===== src/rtl/sdram_pkg.sv =====
// Shared SDRAM command encodings, 80 MHz timing defaults and init-sequencer state type.
// Imported by sdram_init_seq and by the SDRAM read/write controller.
package sdram_pkg;

  localparam int DEF_W_SDRAM_BANKSEL = 2;
  localparam int DEF_W_SDRAM_ADDR    = 13;
  localparam int DEF_T_POWERUP_CYC   = 8000;
  localparam int DEF_T_RP_CYC        = 2;
  localparam int DEF_T_RFC_CYC       = 6;
  localparam int DEF_T_MRD_CYC       = 2;
  localparam int DEF_T_REFI_CYC      = 624;
  localparam int DEF_MAX_PENDING     = 8;
  localparam logic [12:0] DEF_MODE_REG = 13'h023;

  // {cs_n, ras_n, cas_n, we_n}
  localparam logic [3:0] CMD_INHIBIT      = 4'b1111;
  localparam logic [3:0] CMD_NOP          = 4'b0111;
  localparam logic [3:0] CMD_PRECHARGE    = 4'b0010;
  localparam logic [3:0] CMD_AUTO_REFRESH = 4'b0001;
  localparam logic [3:0] CMD_LOAD_MODE    = 4'b0000;

  localparam int A_PRECHARGE_ALL_BIT = 10;

  typedef enum logic [3:0] {
    ST_POWERUP,
    ST_PRECHARGE,
    ST_WAIT_RP,
    ST_REFRESH,
    ST_WAIT_RFC,
    ST_LOAD_MODE,
    ST_WAIT_MRD,
    ST_IDLE,
    ST_R_PRECHARGE,
    ST_R_WAIT_RP,
    ST_R_REFRESH,
    ST_R_WAIT_RFC
  } init_state_e;

  function automatic int max_int(input int a, input int b);
    return (a > b) ? a : b;
  endfunction

endpackage


===== src/rtl/sdram_init_seq.sv =====
// SDRAM power-up initialisation and auto-refresh scheduler; owns the command pins
// through init and during each granted refresh slot.
//
// state          | meaning
// ---------------+-------------------------------------------------------------
// POWERUP        | clke high, INHIBIT, waiting out the power-up interval
// PRECHARGE      | PRECHARGE ALL issued (init)
// WAIT_RP        | NOP until tRP elapses
// REFRESH        | AUTO REFRESH issued (init, first or second per ref2 flag)
// WAIT_RFC       | NOP until tRFC elapses
// LOAD_MODE      | LOAD MODE issued with MODE_REG
// WAIT_MRD       | NOP until tMRD elapses
// IDLE           | bus released to controller, waiting for refresh grant
// R_PRECHARGE    | PRECHARGE ALL issued (periodic refresh)
// R_WAIT_RP      | NOP until tRP elapses
// R_REFRESH      | AUTO REFRESH issued, one pending refresh retired
// R_WAIT_RFC     | NOP until tRFC elapses, then bus released
module sdram_init_seq
  import sdram_pkg::*;
#(
  parameter int W_SDRAM_BANKSEL = DEF_W_SDRAM_BANKSEL,
  parameter int W_SDRAM_ADDR    = DEF_W_SDRAM_ADDR,
  parameter int T_POWERUP_CYC   = DEF_T_POWERUP_CYC,
  parameter int T_RP_CYC        = DEF_T_RP_CYC,
  parameter int T_RFC_CYC       = DEF_T_RFC_CYC,
  parameter int T_MRD_CYC       = DEF_T_MRD_CYC,
  parameter int T_REFI_CYC      = DEF_T_REFI_CYC,
  parameter logic [W_SDRAM_ADDR-1:0] MODE_REG = W_SDRAM_ADDR'(DEF_MODE_REG),
  parameter int MAX_PENDING     = DEF_MAX_PENDING
) (
  input  logic                       clk,
  input  logic                       rst_n,
  output logic                       sdram_clke,
  output logic                       sdram_cs_n,
  output logic                       sdram_ras_n,
  output logic                       sdram_cas_n,
  output logic                       sdram_we_n,
  output logic [W_SDRAM_ADDR-1:0]    sdram_a,
  output logic [W_SDRAM_BANKSEL-1:0] sdram_ba,
  output logic                       bus_own,
  output logic                       init_done,
  output logic                       refresh_req,
  input  logic                       refresh_ack
);

  localparam int W_WAIT = $clog2(max_int(max_int(T_POWERUP_CYC, T_RFC_CYC),
                                         max_int(T_RP_CYC, T_MRD_CYC)) + 1);
  localparam int W_REFI = $clog2(T_REFI_CYC + 1);
  localparam int W_PEND = $clog2(MAX_PENDING + 1);

  localparam logic [W_WAIT-1:0] PU_LOAD   = W_WAIT'(T_POWERUP_CYC - 1);
  localparam logic [W_WAIT-1:0] RP_LOAD   = W_WAIT'(T_RP_CYC - 1);
  localparam logic [W_WAIT-1:0] RFC_LOAD  = W_WAIT'(T_RFC_CYC - 1);
  localparam logic [W_WAIT-1:0] MRD_LOAD  = W_WAIT'(T_MRD_CYC - 1);
  localparam logic [W_REFI-1:0] REFI_LOAD = W_REFI'(T_REFI_CYC - 1);
  localparam logic [W_PEND-1:0] PEND_MAX  = W_PEND'(MAX_PENDING);

  init_state_e                state_q, state_d;
  logic [W_WAIT-1:0]          wait_q, wait_d;
  logic                       ref2_q, ref2_d;
  logic [W_REFI-1:0]          refi_q, refi_d;
  logic [W_PEND-1:0]          pend_q, pend_d;
  logic                       pend_dec;
  logic                       tick;

  logic                       clke_q;
  logic [3:0]                 cmd_q, cmd_d;
  logic [W_SDRAM_ADDR-1:0]    a_q, a_d;
  logic [W_SDRAM_BANKSEL-1:0] ba_q, ba_d;
  logic                       bus_own_q, bus_own_d;
  logic                       init_done_q, init_done_d;
  logic                       req_q, req_d;

  // Command states double as the first cycle of their wait, so each load of T-1
  // lands the next command exactly T cycles later.
  always_comb begin
    state_d  = state_q;
    wait_d   = wait_q;
    ref2_d   = ref2_q;
    pend_dec = 1'b0;
    case (state_q)
      ST_POWERUP: begin
        if (clke_q) begin
          if (wait_q == '0) begin
            state_d = ST_PRECHARGE;
            wait_d  = RP_LOAD;
          end else begin
            wait_d = wait_q - 1'b1;
          end
        end
      end
      ST_PRECHARGE, ST_WAIT_RP: begin
        if (wait_q == '0) begin
          state_d = ST_REFRESH;
          wait_d  = RFC_LOAD;
        end else begin
          state_d = ST_WAIT_RP;
          wait_d  = wait_q - 1'b1;
        end
      end
      ST_REFRESH, ST_WAIT_RFC: begin
        if (wait_q == '0) begin
          if (ref2_q) begin
            state_d = ST_LOAD_MODE;
            wait_d  = MRD_LOAD;
          end else begin
            state_d = ST_REFRESH;
            wait_d  = RFC_LOAD;
            ref2_d  = 1'b1;
          end
        end else begin
          state_d = ST_WAIT_RFC;
          wait_d  = wait_q - 1'b1;
        end
      end
      ST_LOAD_MODE, ST_WAIT_MRD: begin
        if (wait_q == '0) begin
          state_d = ST_IDLE;
        end else begin
          state_d = ST_WAIT_MRD;
          wait_d  = wait_q - 1'b1;
        end
      end
      ST_IDLE: begin
        if (req_q && refresh_ack) begin
          state_d = ST_R_PRECHARGE;
          wait_d  = RP_LOAD;
        end
      end
      ST_R_PRECHARGE, ST_R_WAIT_RP: begin
        if (wait_q == '0) begin
          state_d  = ST_R_REFRESH;
          wait_d   = RFC_LOAD;
          pend_dec = 1'b1;
        end else begin
          state_d = ST_R_WAIT_RP;
          wait_d  = wait_q - 1'b1;
        end
      end
      ST_R_REFRESH, ST_R_WAIT_RFC: begin
        if (wait_q == '0) begin
          state_d = ST_IDLE;
        end else begin
          state_d = ST_R_WAIT_RFC;
          wait_d  = wait_q - 1'b1;
        end
      end
      default: state_d = ST_POWERUP;
    endcase
  end

  always_comb begin
    cmd_d       = CMD_NOP;
    a_d         = '0;
    ba_d        = '0;
    bus_own_d   = (state_d != ST_IDLE);
    init_done_d = init_done_q | (state_d == ST_IDLE);
    case (state_d)
      ST_POWERUP: cmd_d = CMD_INHIBIT;
      ST_PRECHARGE, ST_R_PRECHARGE: begin
        cmd_d                      = CMD_PRECHARGE;
        a_d[A_PRECHARGE_ALL_BIT]   = 1'b1;
      end
      ST_REFRESH, ST_R_REFRESH: cmd_d = CMD_AUTO_REFRESH;
      ST_LOAD_MODE: begin
        cmd_d = CMD_LOAD_MODE;
        a_d   = MODE_REG;
      end
      default: cmd_d = CMD_NOP;
    endcase
  end

  // A tick and a retire in the same cycle cancel out, even at saturation.
  always_comb begin
    refi_d = refi_q;
    tick   = 1'b0;
    if (init_done_q) begin
      if (refi_q == '0) begin
        tick   = 1'b1;
        refi_d = REFI_LOAD;
      end else begin
        refi_d = refi_q - 1'b1;
      end
    end
    pend_d = pend_q;
    case ({tick, pend_dec})
      2'b10:   if (pend_q != PEND_MAX) pend_d = pend_q + 1'b1;
      2'b01:   pend_d = pend_q - 1'b1;
      default: pend_d = pend_q;
    endcase
    req_d = (pend_d != '0);
  end

  always_ff @(posedge clk or negedge rst_n) begin
    if (!rst_n) begin
      state_q     <= ST_POWERUP;
      wait_q      <= PU_LOAD;
      ref2_q      <= 1'b0;
      refi_q      <= REFI_LOAD;
      pend_q      <= '0;
      clke_q      <= 1'b0;
      cmd_q       <= CMD_INHIBIT;
      a_q         <= '0;
      ba_q        <= '0;
      bus_own_q   <= 1'b1;
      init_done_q <= 1'b0;
      req_q       <= 1'b0;
    end else begin
      state_q     <= state_d;
      wait_q      <= wait_d;
      ref2_q      <= ref2_d;
      refi_q      <= refi_d;
      pend_q      <= pend_d;
      clke_q      <= 1'b1;
      cmd_q       <= cmd_d;
      a_q         <= a_d;
      ba_q        <= ba_d;
      bus_own_q   <= bus_own_d;
      init_done_q <= init_done_d;
      req_q       <= req_d;
    end
  end

  assign sdram_clke = clke_q;
  assign {sdram_cs_n, sdram_ras_n, sdram_cas_n, sdram_we_n} = cmd_q;
  assign sdram_a     = a_q;
  assign sdram_ba    = ba_q;
  assign bus_own     = bus_own_q;
  assign init_done   = init_done_q;
  assign refresh_req = req_q;

endmodule


===== config.mk =====
export PLATFORM = sky130hd
export DESIGN_NAME = sdram_init_seq
export DESIGN_NICKNAME = d
export VERILOG_FILES = /design/src/rtl/sdram_pkg.sv /design/src/rtl/sdram_init_seq.sv
export SDC_FILE = /design/constraint.sdc
export NUM_CORES = 1
export LEC_CHECK = 0
export BUFFER_PORTS_ARGS = -buffer_cell sky130_fd_sc_hd__buf_4
export CAP_MARGIN = 20
export CELL_PAD_IN_SITES_DETAIL_PLACEMENT = 0
export CELL_PAD_IN_SITES_GLOBAL_PLACEMENT = 1
export CORE_MARGIN = 3
export CORE_UTILIZATION = 35
export DETAILED_ROUTE_END_ITERATION = 8
export PLACE_DENSITY = 0.72
export SLEW_MARGIN = 20
export SYNTH_ARGS = -nofsm -noshare
export SYNTH_HDL_FRONTEND = slang
export SYNTH_SLANG_ARGS = --single-unit

===== constraint.sdc =====
create_clock -name clk -period 3.7 [get_ports clk]
set_input_delay 0.37 -clock clk [delete_from_list [all_inputs] [get_ports clk]]
set_output_delay 0.37 -clock clk [all_outputs]
set_load 0.03 [all_outputs]

# Word level (Yosys, flattened, before mapping)

Index checks and enable logic that the tools add are counted.
Widths: inputs -> output; s select.

Bits in registers: 51
Logic and storage cells: 86

$add $sub $neg: 4
Equal/unequal tests: 24
Muxes and demuxes: 28
Bitwise logic cells: 1
Reductions and logical operators: 18

Operators by type and width:

| operator              | number |
|---|---|
| $mux 13               | 6 |
| $pmux 13 s5           | 1 |
| $pmux 4 s7            | 1 |
| $eq 4x3->1 const B    | 6 |
| $eq 4x4->1 const B    | 6 |
| $mux 4                | 6 |
| $pmux 4 s4            | 1 |
| $reduce_or 2->1       | 7 |
| $logic_not 13->1      | 1 |
| $sub 13x1->13 const B | 1 |
| $eq 4x2->1 const B    | 3 |
| $logic_not 10->1      | 1 |
| $mux 10               | 1 |
| $sub 10x1->10 const B | 1 |
| $eq 4x1->1 const B    | 2 |
| $logic_not 4->1       | 2 |
| $pmux 4 s2            | 1 |
| $reduce_or 4->1       | 2 |
| $mux 1                | 7 |
| $mux 3                | 2 |
| $mux 6                | 1 |
| $ne 2x2->1 const B    | 3 |
| $reduce_bool 5->1     | 1 |
| $add 4x1->4 const B   | 1 |
| 11 further kinds      | 11 |

# Logic depth before layout (Yosys ltp)

Word-level depth: 7
Gate-level depth with buffers: 13
Gate-level depth less buffers: 12

# Worst setup path before layout

Ideal clock, no wire load.

Kind: flip-flop to flip-flop
From: register refi_q[3]
To: register req_q, in the netlist refresh_req
Data arrival time: 3.266 ns
Required time: 3.562 ns
Setup slack: 0.295 ns
Stages on the path, launching flop included: 12
Buffers on the path: 2
Clock period less this slack: 3.405 ns
Path through: dfstp_2 -> or4_4 -> or4_4 -> or3_1 -> buf_2 -> ha_1 -> clkbuf_1 -> nor2_1 -> mux2_2 -> a22oi_1 -> o21ai_0 -> or4_1

Longest elaborated chain between the ends: 6
Elaborated cells on any way between the ends: 7

RTL lines:

| what                                     | RTL line              | RTL |
|---|---|---|
| start: declaration                       | sdram_init_seq.sv:61  | `logic [W_REFI-1:0] refi_q, refi_d;` |
| start signal: assignment                 | sdram_init_seq.sv:212 | `refi_q <= refi_d;` |
| $logic_not 10->1 (*)                     | sdram_init_seq.sv:178 | `if (refi_q == '0) begin` |
| $mux 1 (*)                               | sdram_init_seq.sv:178 |  |
| $mux 1 (*)                               | sdram_init_seq.sv:177 | `if (init_done_q) begin` |
| $eq 2x1->1 or $eq 2x2->1 (tied branches) | sdram_init_seq.sv:186 | `case ({tick, pend_dec})` |
| $pmux 4 s2 (*)                           | sdram_init_seq.sv:186 |  |
| via pend_d[3]                            | sdram_init_seq.sv:62  | `logic [W_PEND-1:0] pend_q, pend_d;` |
| $reduce_bool 4->1 (*)                    | sdram_init_seq.sv:191 | `req_d = (pend_d != '0);` |
| via req_d                                | sdram_init_seq.sv:72  | `logic req_q, req_d;` |
| end signal: assignment                   | sdram_init_seq.sv:220 | `req_q <= req_d;` |
| end: declaration                         | sdram_init_seq.sv:72  |  |

Mark *: on every way through the listed nets, which the timed path passes. The rest lies on a longest branch.
A chain may end at the register's enable or synchronous reset.

# Final worst setup path

From: register wait_q[0]
To: register req_q, in the netlist refresh_req

Longest elaborated chain between the ends: 6
Elaborated cells on any way between the ends: 7

RTL lines:

| what                                     | RTL line              | RTL |
|---|---|---|
| start: declaration                       | sdram_init_seq.sv:59  | `logic [W_WAIT-1:0] wait_q, wait_d;` |
| start signal: assignment                 | sdram_init_seq.sv:210 | `wait_q <= wait_d;` |
| $logic_not 13->1 (*)                     | sdram_init_seq.sv:131 | `if (wait_q == '0) begin` |
| $mux 1 (*)                               | sdram_init_seq.sv:131 |  |
| $mux 1 (*)                               | sdram_init_seq.sv:81  | `case (state_q)` |
| $eq 2x1->1 or $eq 2x2->1 (tied branches) | sdram_init_seq.sv:186 |  |
| $pmux 4 s2 (*)                           | sdram_init_seq.sv:186 |  |
| via pend_d[2]                            | sdram_init_seq.sv:62  |  |
| $reduce_bool 4->1 (*)                    | sdram_init_seq.sv:191 |  |
| via req_d                                | sdram_init_seq.sv:72  |  |

Marked as above.

==> qor.csv <==
metric,value,unit
status,"finished, final reports clean",
maxCapViolCount,0,
start_util,0.3732,
syn_area,2634,µm²
drt-wirelength-per-cell,14.38,µm
cts_tree,yes,
fp.coreArea,7057,µm²
num_vias,1980,
dieArea,8602,µm²
routed_wirelength,5394,µm
htreeDepth,2,
grt.busiest_layer,met2,
cts_max_path_buffers,2,
seqPwrFrac,0.457,
intPower,943.9,µW
sw_frac_of_total,0.3567,
peakVddDrop,0.0001689,V
drt_iter0_drc,101,
clock_latency,0.29,ns
synthFlopType,dfstp_2,
p_comb_frac,0.308,
finClkSkew,0.01126,ns
period_minus_slack,3.449,ns
fmax,290.0,MHz
tightest_slew,0.6633,ns
grt.total_usage,0.1353,
power_switching,523.3,µW
endpoint_kind,flop,
overflow,0,
cts_root_buf,clkbuf_8,
async_flop_share,1.000,
die_w,92.75,µm
final_cell_count_no_fill,375,
drc,0,
setup_tns,0,ns
slew_viol_final,0,
yosys_warnings,0,
ys_seq_area_frac,0.4100,
worstPathRequired,3.86,ns
crit_type,reg -> reg,
path_clk_slew,0.08,ns
min_period_over_period,0.9321,
syn_area_per_cell,9.612,µm²
antenna_found_initial,0,
globalplace.congestion,0.8218,
chipHeight,92.75,µm
use_met2,0.2115,
setup_viol,0,
grt_pass1_wl,9487,µm
hold_class,in -> async,
crit_arrival,3.61,ns
hold_buffers,0,
max_slew_margin,0.5567,
netlist_instances,274,
final_util,0.3975,
mostFrequentLayoutCells,"23 x dfstp_2, 21 x a21oi_1, 19 x dfrtp_1, 17 x nor2_1, 15 x buf_4",
fillers,745,
cp_max_fo,7,
std_cell_rows,30,
syn_to_final_growth,6.508,%
p_clk_frac,0.235,
io_pins,26,
drive_gt1_frac,0.2437,
vias_per_cell,5.280,
synth_cell_types,68,
grt_pass1_vias,1950,
antenna_cells,0,
synth_edf_count,0,
ys_seq_elements,42,
portBuffers,14,
nets,288,
drtPass1Iterations,4,
use_met1,0.1874,
place.detailed.instances,367,
numCtsBuffers,5,
power_density,523.0,nW/µm²
dp_hpwl,3783,µm
final_common_cell,dfstp_2,
ant_nets,0,
leakage,0.001122,µW
use_met3,0.03006,
hold_viol_final,0,
grt_start_max_net_pins,43,
cts.sinks,42,
postCtsSetupBuffers,0,
rsz0062_at_grt,no,
start_kind,flop,
[through the flow]
step / power, µW / hold WS, ns / area (µm²) / worst slack [ns]
CTS: 1482 / 0.07751 / 2803 / 0.2417
finish: 1467 / 0.05533 / 2805 / 0.2513
global route: 1579 / 0.09240 / 2805 / 0.05301
floorplan: 1045 / 0.07441 / 2671 / 0.2954
global placement: 1122 / 0.3988 / 2693 / 0.3061
detailed placement: 1128 / 0.4049 / 2693 / 0.2566
[registers in the layout, indices dropped and copies added, names as in the netlist]
| register | count |
|---|---|
| wait_q | 13 |
| ref2_q | 1 |
| refresh_req | 1 |
| init_done | 1 |
| refi_q | 10 |
| sdram_a | 2 |
| bus_own | 1 |
| state_q | 4 |
| sdram_clke | 1 |
| pend_q | 4 |
| cmd_q | 4 |
[worst max-delay path, cell delays in order, from the launching register on]
cell     delay, ns
dfstp_2       0.38
inv_1         0.10
ha_1          0.21
or4b_1        0.51
or3_1         0.46
nor3_1        0.30
inv_1         0.10
ha_1          0.28
a32oi_1       0.22
nor2_1        0.05
o21a_1        0.18
or4_1         0.51
[power by group through the flow]
stage               clock network, µW  registers [µW]  logic, µW
global route                      378             688        512
detailed placement                  0             676        452
global placement                    0             674        447
floorplan                           0             638        407
finish                            345             670        452
CTS                               360             668        453
[routing by layer]
metal | share of wire | vias to the layer above | routed length [µm]
li1 | - | 988 | -
met1 | 0.50 | 963 | 2678
met5 | 0 | - | 0
met4 | 0.0065 | 0 | 35
met2 | 0.47 | 25 | 2549
met3 | 0.024 | 4 | 131
[synth_stat cells (7+ instances only)]
cell type,count,share of area
dfstp_2,23,0.23
a21oi_1,21,0.040
dfrtp_1,19,0.18
nor2_1,17,0.024
buf_4,16,0.046
nand2_1,14,0.020
inv_1,13,0.019
o21ai_0,12,0.023
nor3_1,9,0.017
ha_1,7,0.033
nand3_1,7,0.013
o41ai_1,7,0.023
or3_1,7,0.017
[cell type report]
class | instances | area (µm²) | share of cell area
clock buffers | 8 | 110.1 | 0.03925
inverters | 15 | 56.30 | 0.02007
multi-input cells | 199 | 1326 | 0.4728
flip-flops and latches | 42 | 1080 | 0.3849
well taps | 96 | 120.1 | 0.04282
repair buffers | 15 | 112.6 | 0.04014
[worst paths after layout]
kind	to	startpoint	depth (start not counted)	slack, ns
worst max-delay path	refresh_req	wait_q[0]	11	0.25
worst min-delay path	ref2_q	rst_n	1	0.06
worst max register to register	refresh_req	wait_q[0]	11	0.25
worst min register to register	wait_q[12]	wait_q[12]	2	0.45
max in group asynchronous	cmd_q[2]	rst_n	1	3.25
min in group clk	wait_q[12]	wait_q[12]	2	0.45
[kinds of logic (layout without fill, tap and decap cells)]
group | after synthesis | after routing | synth area share
muxes | 3 | 3 | 0.01188
and+or+nand+nor | 97 | 97 | 0.2295
DFF | 42 | 42 | 0.4100
other | 2 | 12 | 0.002851
adders and majority gates | 7 | 7 | 0.03325
buffers and inverters | 43 | 38 | 0.1017
AOI/OAI and AO/OA | 74 | 74 | 0.1910
xor gates and xnor gates | 6 | 6 | 0.01995
[repair_timing]
action,CTS,global route
resized for setup,0,1
endpoints found under the setup margin,0,1
endpoints found under the hold margin,0,0
(Power assumes the default switching activity.)
